===== src/rtl/vga_stream_decoder.sv =====
// VGA receive side: recovers pixel coordinates, checks line/frame timing,
// locks to the stream and reports the key-colour bounding box per frame.
module vga_stream_decoder #(
    parameter int         H_ACTIVE        = 640,
    parameter int         H_FRONT         = 16,
    parameter int         H_SYNC          = 96,
    parameter int         H_BACK          = 48,
    parameter int         V_ACTIVE        = 480,
    parameter int         V_FRONT         = 10,
    parameter int         V_SYNC          = 2,
    parameter int         V_BACK          = 33,
    parameter bit         SYNC_ACTIVE_LOW = 1'b1,
    parameter logic [7:0] KEY_R           = 8'd255,
    parameter logic [7:0] KEY_G           = 8'd255,
    parameter logic [7:0] KEY_B           = 8'd255
) (
    input  logic       clk,
    input  logic       rst_n,
    input  logic       pix_en,
    input  logic       hor_sync,
    input  logic       ver_sync,
    input  logic [7:0] red,
    input  logic [7:0] green,
    input  logic [7:0] blue,
    output logic [9:0] pix_x,
    output logic [9:0] pix_y,
    output logic       pix_valid,
    output logic       locked,
    output logic       frame_done,
    output logic       obj_found,
    output logic [9:0] obj_x_min,
    output logic [9:0] obj_x_max,
    output logic [9:0] obj_y_min,
    output logic [9:0] obj_y_max,
    output logic       timing_err,
    output logic [7:0] err_count
);
    localparam int H_TOTAL = H_ACTIVE + H_FRONT + H_SYNC + H_BACK;
    localparam int V_TOTAL = V_ACTIVE + V_FRONT + V_SYNC + V_BACK;

    localparam logic [9:0] H_TOT  = 10'(H_TOTAL);
    localparam logic [9:0] H_LAST = 10'(H_TOTAL - 1);
    localparam logic [9:0] V_LAST = 10'(V_TOTAL - 1);
    localparam logic [9:0] H_SW   = 10'(H_SYNC);
    localparam logic [9:0] H_ST   = 10'(H_SYNC + H_BACK);
    localparam logic [9:0] H_EN   = 10'(H_SYNC + H_BACK + H_ACTIVE - 1);
    localparam logic [9:0] V_ST   = 10'(V_SYNC + V_BACK);
    localparam logic [9:0] V_EN   = 10'(V_SYNC + V_BACK + V_ACTIVE - 1);
    localparam logic [9:0] X_LAST = 10'(H_ACTIVE - 1);
    localparam logic [9:0] Y_LAST = 10'(V_ACTIVE - 1);
    localparam logic [9:0] CMAX   = '1;

    typedef enum logic [1:0] {
        SEARCH,
        ACQUIRE,
        LOCKED
    } state_t;

    state_t     state_q, state_d, st_nxt;
    logic       hs_q, hs_d, vs_q, vs_d;
    logic [9:0] h_cnt_q, h_cnt_d, v_cnt_q, v_cnt_d;
    logic [9:0] hw_q, hw_d;
    logic [7:0] err_cnt_q, err_cnt_d;
    logic       terr_q, terr_d;
    logic       pv_q, pv_d, fd_q, fd_d;
    logic [9:0] px_q, px_d, py_q, py_d;
    logic       found_q, found_d;
    logic [9:0] ox_min_q, ox_min_d, ox_max_q, ox_max_d;
    logic [9:0] oy_min_q, oy_min_d, oy_max_q, oy_max_d;
    logic       w_found_q, w_found_d;
    logic [9:0] wx_min_q, wx_min_d, wx_max_q, wx_max_d;
    logic [9:0] wy_min_q, wy_min_d, wy_max_q, wy_max_d;

    logic       hs_n, vs_n, hs_lead, hs_trail, vs_lead;
    logic [9:0] h_nxt, v_nxt, hw_nxt, x_nxt, y_nxt;
    logic       viol, err, in_act, valid, key_hit;

    // Sync normalised to active-high before edge detection
    assign hs_n     = hor_sync ^ SYNC_ACTIVE_LOW;
    assign vs_n     = ver_sync ^ SYNC_ACTIVE_LOW;
    assign hs_lead  = hs_n & ~hs_q;
    assign hs_trail = ~hs_n & hs_q;
    assign vs_lead  = vs_n & ~vs_q;

    assign h_nxt  = hs_lead ? '0 :
                    (h_cnt_q == H_TOT) ? H_TOT : h_cnt_q + 10'd1;
    assign v_nxt  = vs_lead ? '0 :
                    (hs_lead && v_cnt_q != CMAX) ? v_cnt_q + 10'd1 : v_cnt_q;
    assign hw_nxt = hs_lead ? 10'd1 :
                    (hs_n && hw_q != CMAX) ? hw_q + 10'd1 : hw_q;

    // Last clause catches a line running past H_TOTAL (missing hsync)
    assign viol = (hs_lead && h_cnt_q != H_LAST)
                | (hs_trail && hw_q != H_SW)
                | (vs_lead && v_cnt_q != V_LAST)
                | (!hs_lead && h_cnt_q == H_LAST);
    assign err  = viol && (state_q != SEARCH);

    assign x_nxt   = h_nxt - H_ST;
    assign y_nxt   = v_nxt - V_ST;
    assign in_act  = (h_nxt >= H_ST) && (h_nxt <= H_EN)
                  && (v_nxt >= V_ST) && (v_nxt <= V_EN);
    assign valid   = in_act && (st_nxt == LOCKED);
    assign key_hit = (red == KEY_R) && (green == KEY_G) && (blue == KEY_B);

    always_comb begin
        st_nxt = state_q;
        unique case (state_q)
            SEARCH:  if (vs_lead) st_nxt = ACQUIRE;
            ACQUIRE: if (err) st_nxt = SEARCH;
                     else if (vs_lead) st_nxt = LOCKED;
            LOCKED:  if (err) st_nxt = SEARCH;
            default: st_nxt = SEARCH;
        endcase
    end

    always_comb begin
        state_d   = state_q;
        hs_d      = hs_q;
        vs_d      = vs_q;
        h_cnt_d   = h_cnt_q;
        v_cnt_d   = v_cnt_q;
        hw_d      = hw_q;
        err_cnt_d = err_cnt_q;
        terr_d    = 1'b0;
        pv_d      = 1'b0;
        fd_d      = 1'b0;
        px_d      = px_q;
        py_d      = py_q;
        found_d   = found_q;
        ox_min_d  = ox_min_q;
        ox_max_d  = ox_max_q;
        oy_min_d  = oy_min_q;
        oy_max_d  = oy_max_q;
        w_found_d = w_found_q;
        wx_min_d  = wx_min_q;
        wx_max_d  = wx_max_q;
        wy_min_d  = wy_min_q;
        wy_max_d  = wy_max_q;
        if (pix_en) begin
            state_d = st_nxt;
            hs_d    = hs_n;
            vs_d    = vs_n;
            h_cnt_d = h_nxt;
            v_cnt_d = v_nxt;
            hw_d    = hw_nxt;
            if (err) begin
                terr_d = 1'b1;
                if (err_cnt_q != 8'hFF) err_cnt_d = err_cnt_q + 8'd1;
            end
            if (vs_lead) begin
                w_found_d = 1'b0;
                wx_min_d  = CMAX;
                wx_max_d  = '0;
                wy_min_d  = CMAX;
                wy_max_d  = '0;
            end
            if (valid) begin
                pv_d = 1'b1;
                px_d = x_nxt;
                py_d = y_nxt;
                if (key_hit) begin
                    w_found_d = 1'b1;
                    if (x_nxt < wx_min_d) wx_min_d = x_nxt;
                    if (x_nxt > wx_max_d) wx_max_d = x_nxt;
                    if (y_nxt < wy_min_d) wy_min_d = y_nxt;
                    if (y_nxt > wy_max_d) wy_max_d = y_nxt;
                end
                // Publish including this pixel's own contribution
                if (x_nxt == X_LAST && y_nxt == Y_LAST) begin
                    fd_d     = 1'b1;
                    found_d  = w_found_d;
                    ox_min_d = w_found_d ? wx_min_d : '0;
                    ox_max_d = w_found_d ? wx_max_d : '0;
                    oy_min_d = w_found_d ? wy_min_d : '0;
                    oy_max_d = w_found_d ? wy_max_d : '0;
                end
            end
        end
    end

    always_ff @(posedge clk or negedge rst_n) begin
        if (!rst_n) begin
            state_q   <= SEARCH;
            hs_q      <= 1'b0;
            vs_q      <= 1'b0;
            h_cnt_q   <= '0;
            v_cnt_q   <= '0;
            hw_q      <= '0;
            err_cnt_q <= '0;
            terr_q    <= 1'b0;
            pv_q      <= 1'b0;
            fd_q      <= 1'b0;
            px_q      <= '0;
            py_q      <= '0;
            found_q   <= 1'b0;
            ox_min_q  <= '0;
            ox_max_q  <= '0;
            oy_min_q  <= '0;
            oy_max_q  <= '0;
            w_found_q <= 1'b0;
            wx_min_q  <= CMAX;
            wx_max_q  <= '0;
            wy_min_q  <= CMAX;
            wy_max_q  <= '0;
        end else begin
            state_q   <= state_d;
            hs_q      <= hs_d;
            vs_q      <= vs_d;
            h_cnt_q   <= h_cnt_d;
            v_cnt_q   <= v_cnt_d;
            hw_q      <= hw_d;
            err_cnt_q <= err_cnt_d;
            terr_q    <= terr_d;
            pv_q      <= pv_d;
            fd_q      <= fd_d;
            px_q      <= px_d;
            py_q      <= py_d;
            found_q   <= found_d;
            ox_min_q  <= ox_min_d;
            ox_max_q  <= ox_max_d;
            oy_min_q  <= oy_min_d;
            oy_max_q  <= oy_max_d;
            w_found_q <= w_found_d;
            wx_min_q  <= wx_min_d;
            wx_max_q  <= wx_max_d;
            wy_min_q  <= wy_min_d;
            wy_max_q  <= wy_max_d;
        end
    end

    assign pix_x      = px_q;
    assign pix_y      = py_q;
    assign pix_valid  = pv_q;
    assign locked     = (state_q == LOCKED);
    assign frame_done = fd_q;
    assign obj_found  = found_q;
    assign obj_x_min  = ox_min_q;
    assign obj_x_max  = ox_max_q;
    assign obj_y_min  = oy_min_q;
    assign obj_y_max  = oy_max_q;
    assign timing_err = terr_q;
    assign err_count  = err_cnt_q;
endmodule


===== config.mk =====
export PLATFORM = sky130hd
export DESIGN_NAME = vga_stream_decoder
export DESIGN_NICKNAME = d
export VERILOG_FILES = /design/src/rtl/vga_stream_decoder.sv
export SDC_FILE = /design/constraint.sdc
export NUM_CORES = 1
export LEC_CHECK = 0
export CAP_MARGIN = 25
export CELL_PAD_IN_SITES_DETAIL_PLACEMENT = 1
export CELL_PAD_IN_SITES_GLOBAL_PLACEMENT = 1
export CORE_ASPECT_RATIO = 1.75
export CORE_MARGIN = 2
export CORE_UTILIZATION = 49
export DETAILED_ROUTE_END_ITERATION = 8
export DONT_BUFFER_PORTS = 1
export PLACE_DENSITY_LB_ADDON = 0.1
export SYNTH_ARGS = -nofsm -noshare
export SYNTH_HDL_FRONTEND = slang
export SYNTH_SLANG_ARGS = --single-unit

===== constraint.sdc =====
create_clock -name clk -period 6.8 [get_ports clk]
set_clock_uncertainty 0.05 [all_clocks]
set_input_delay 1.36 -clock clk [delete_from_list [all_inputs] [get_ports clk]]
set_output_delay 1.36 -clock clk [all_outputs]
set_load 0.02 [all_outputs]

==> impl_metrics.tcl <==
set metrics [dict create \
    wirelength_um 26990 \
    cellPowerDensity_mw_per_mm2 235.5 \
    holdWs_ns 0.4519 \
    core_sq_mm 0.01738 \
    routedWlPerCell_um 22.29 \
    grt_remaining_overflow 0 \
    rsz0062_at_grt "no" \
    p_seq_share_pct 45.3 \
    drt-initial-drc-count 237 \
    worst_pin_slew_ns 0.9975 \
    yosys.cell_types.count 84 \
    num_io_pins 102 \
    clock_path_buffers 2 \
    rr_endpoint "wy_max_q[1]$_DFFE_PN0P_" \
    via_per_inst 6.087 \
    drv_cap 0 \
    syn_inst 967 \
    htree_num_levels 4 \
    p_int_mw 1.539 \
    cp_data_arrival_time_ns 6.34 \
    holdBufCountCts 0 \
    startpoint "hor_sync" \
    switching_power_mw 0.7010 \
    die_h_um 180.0 \
    swShare_pct 31.30 \
    path_depth 19 \
    cp_slowest_stage_delay_ns 0.53 \
    crit_path_end "wy_max_q[1]$_DFFE_PN0P_" \
    dp_cells 1179 \
    cts_tree "done" \
    setup_violations 0 \
    ys.flop_type "dfrtp_1" \
    synth_area_leaders "dfrtp_1 (37%), nand2_1 (6.8%), ha_1 (6.6%)" \
    via_count 7371 \
    synth_edf_count 0 \
    synthTopCellsByCount "nand2_1 (156), dfrtp_1 (127), nor2_1 (83)" \
    place.gp.congestion 0.9114 \
    syn_area_sq_mm 0.008670 \
    post-synth-top-count-cell "nand2_1" \
    outcome "finished clean" \
    design.die.area_sq_mm 0.01881 \
    maxSlewHeadroom_pct 32.94 \
    reg2reg_slack_ns 0.89 \
    rows 64 \
    area_growth_pct 9.713 \
    synth.ff_latch_count 147 \
    layout.nets 1042 \
    pwr-share-clk_pct 39.7 \
    antenna_found_initial 0 \
    r2r_start "v_cnt_q[0]$_DFFE_PN0P_" \
    stdcell_count 1211 \
    grt_pass1_wl_um 44690 \
    yosysWarnings 0 \
    dp_hpwl_um 20170 \
    critPathBufInv 1 \
    drc_errors 0 \
    start_util_pct 49.89 \
    synth.avg_cell_area_sq_um 8.965 \
    antennaDiodeCount 0 \
    final_cell_area_sq_mm 0.009512 \
    crit_family "simple AND/OR/NAND/NOR gates" \
    drive_above_1_share_pct 13.37 \
    yosysSeqAreaShare_pct 42.72 \
    max_freq_mhz 165.4 \
    grt_usage_pct 30.28 \
    numCtsBuffers 17 \
    clkLatencyLatePin_ns 0.44 \
    grt_pass1_vias 8181 \
    reg2reg_depth 21 \
    synth_top_area_share_pct 36.66 \
    grt_max_degree 148 \
    period_share_pct 88.92 \
    drtPass1Iterations 4 \
    finalSetupTns_ns 0 \
    path_clk_slew_ns 0.07 \
    final_max_slew_viol_count 0 \
    path_class "in -> reg" \
    post-route-min-period_ns 6.046 \
    hold_viol 0 \
    die_x_um 104.6 \
    post_cts_buffers 0 \
    synthArstFlopShare_pct 100.0 \
    path_max_fanout 16 \
    ir_drop_mv 0.2222 \
    cts-root-buf "clkbuf_16" \
    pwr-share-comb_pct 15.0 \
    power.leakage_nw 4.174 \
    start_kind "input port" \
    worstHoldPathType "reg -> reg" \
    syn-num-nets 1042 \
    cp-end-kind "register" \
    yosysTopAreaCell "dfrtp_1" \
    portBuffers 0 \
    critPathSlowestCell "xnor2_1" \
    post_cts_resized 0 \
    ant_nets 0 \
    cp_cell_sequence "or2_2 > a31oi_2 > a21oi_1 > nor2_1 > ha_1 > nor3_1 > xnor2_1 > inv_1 > ha_1 > o21a_1 > o21ai_0 > a211oi_1 > nor2_1 > and2_1 > o21a_1 > o41ai_2 > nand3_2 > nor2_4 > mux2i_1" \
    required_ns 7.10 \
    numClockSinks 147 \
    placed_cell_area_sq_mm 0.008956 \
]
worst min-delay path: cells and delay by family (launching register included):
family / cells / cell delay [ns]
AO/OA/AOI/OAI: 1 / 0.06
AND/OR/NAND/NOR: 1 / 0.05
flip-flops: 1 / 0.36
final cells by class:
class,count,area [sq um]
Fill cell,2023,7865
Multi-Input combinational cell,735,4626
Sequential cell,147,3704
Clock buffer,19,452.9
Tap cell,231,289.0
Timing Repair Buffer,24,180.2
Inverter,42,157.7
Clock inverter,13,102.6
layer usage:
metal / vias to the layer above / global-route usage [%] / wire, um
li1: 3432 / - / -
met4: 0 / 15.14 / 1164
met2: 176 / 55.24 / 14620
met3: 62 / 5.402 / 880
met1: 3701 / 33.22 / 10330
met5: - / 0 / 0
worst min path at each step:
stage	start	endpoint	cells past startpoint
4_1_cts	w_found_q$_DFFE_PN0P_	w_found_q$_DFFE_PN0P_	2
3_5_place_dp	w_found_q$_DFFE_PN0P_	w_found_q$_DFFE_PN0P_	2
5_1_grt	wx_min_q[0]$_DFFE_PN1P_	wx_min_q[0]$_DFFE_PN1P_	1
3_3_place_gp	wy_max_q[6]$_DFFE_PN0P_	wy_max_q[6]$_DFFE_PN0P_	2
2_1_floorplan	w_found_q$_DFFE_PN0P_	w_found_q$_DFFE_PN0P_	2
6_report	w_found_q$_DFFE_PN0P_	w_found_q$_DFFE_PN0P_	2
metrics by stage:
stage | setup WS [ns] | util (%) | power, mW
2_1_floorplan | 0.9843 | - | 1.245
3_3_place_gp | 0.6929 | 51.54 | 1.342
3_5_place_dp | 0.3497 | 51.54 | 1.364
4_1_cts | 0.7863 | 54.74 | 2.258
5_1_grt | 0.2202 | 54.74 | 2.339
6_report | 0.7536 | 54.74 | 2.240
kinds of logic (layout without fill, tap and decap cells):
group | Yosys count | in the layout | synth area share, %
muxes | 42 | 42 | 5.268
xor gates and xnor gates | 24 | 24 | 2.425
buffers and inverters | 85 | 98 | 4.156
AOI/OAI and AO/OA | 238 | 238 | 17.62
adders and majority gates | 46 | 46 | 6.639
DFF | 147 | 147 | 42.72
and+or+nand+nor | 385 | 385 | 21.17
cell usage in the layout, fill, tap and decap left out, types with 4 or more instances in the layout:
cell       instances
dfrtp_1          127
nand3_1           29
xor2_1             9
and4_1             4
a211oi_1           4
nor3_1            20
nand4_1           23
nor2_1            82
o21bai_1           4
clkinv_4           5
a21oi_1           62
buf_4             24
mux2i_1           19
a22o_1             4
inv_1             40
or2_2              5
dfstp_2           20
ha_1              46
nand2b_1           6
a21o_1             8
clkbuf_16         17
a2bb2oi_1          9
nor2b_1            8
nor4_1            10
o21ai_1           29
a31oi_1            8
o21ai_0           61
o211ai_1           5
xnor2_1           15
and3_1             7
and2_1            11
o21a_1             5
mux2_2            21
nand2_1          156
power groups by stage:
| stage | logic (mW) | registers (mW) | clock network, mW |
|---|---|---|---|
| finish | 0.336 | 1.01 | 0.890 |
| global route | 0.375 | 1.02 | 0.940 |
| CTS | 0.340 | 1.01 | 0.903 |
| detailed placement | 0.335 | 1.03 | 0 |
| global placement | 0.319 | 1.02 | 0 |
| floorplan | 0.245 | 1.00 | 0 |
(Power assumes the default switching activity.)
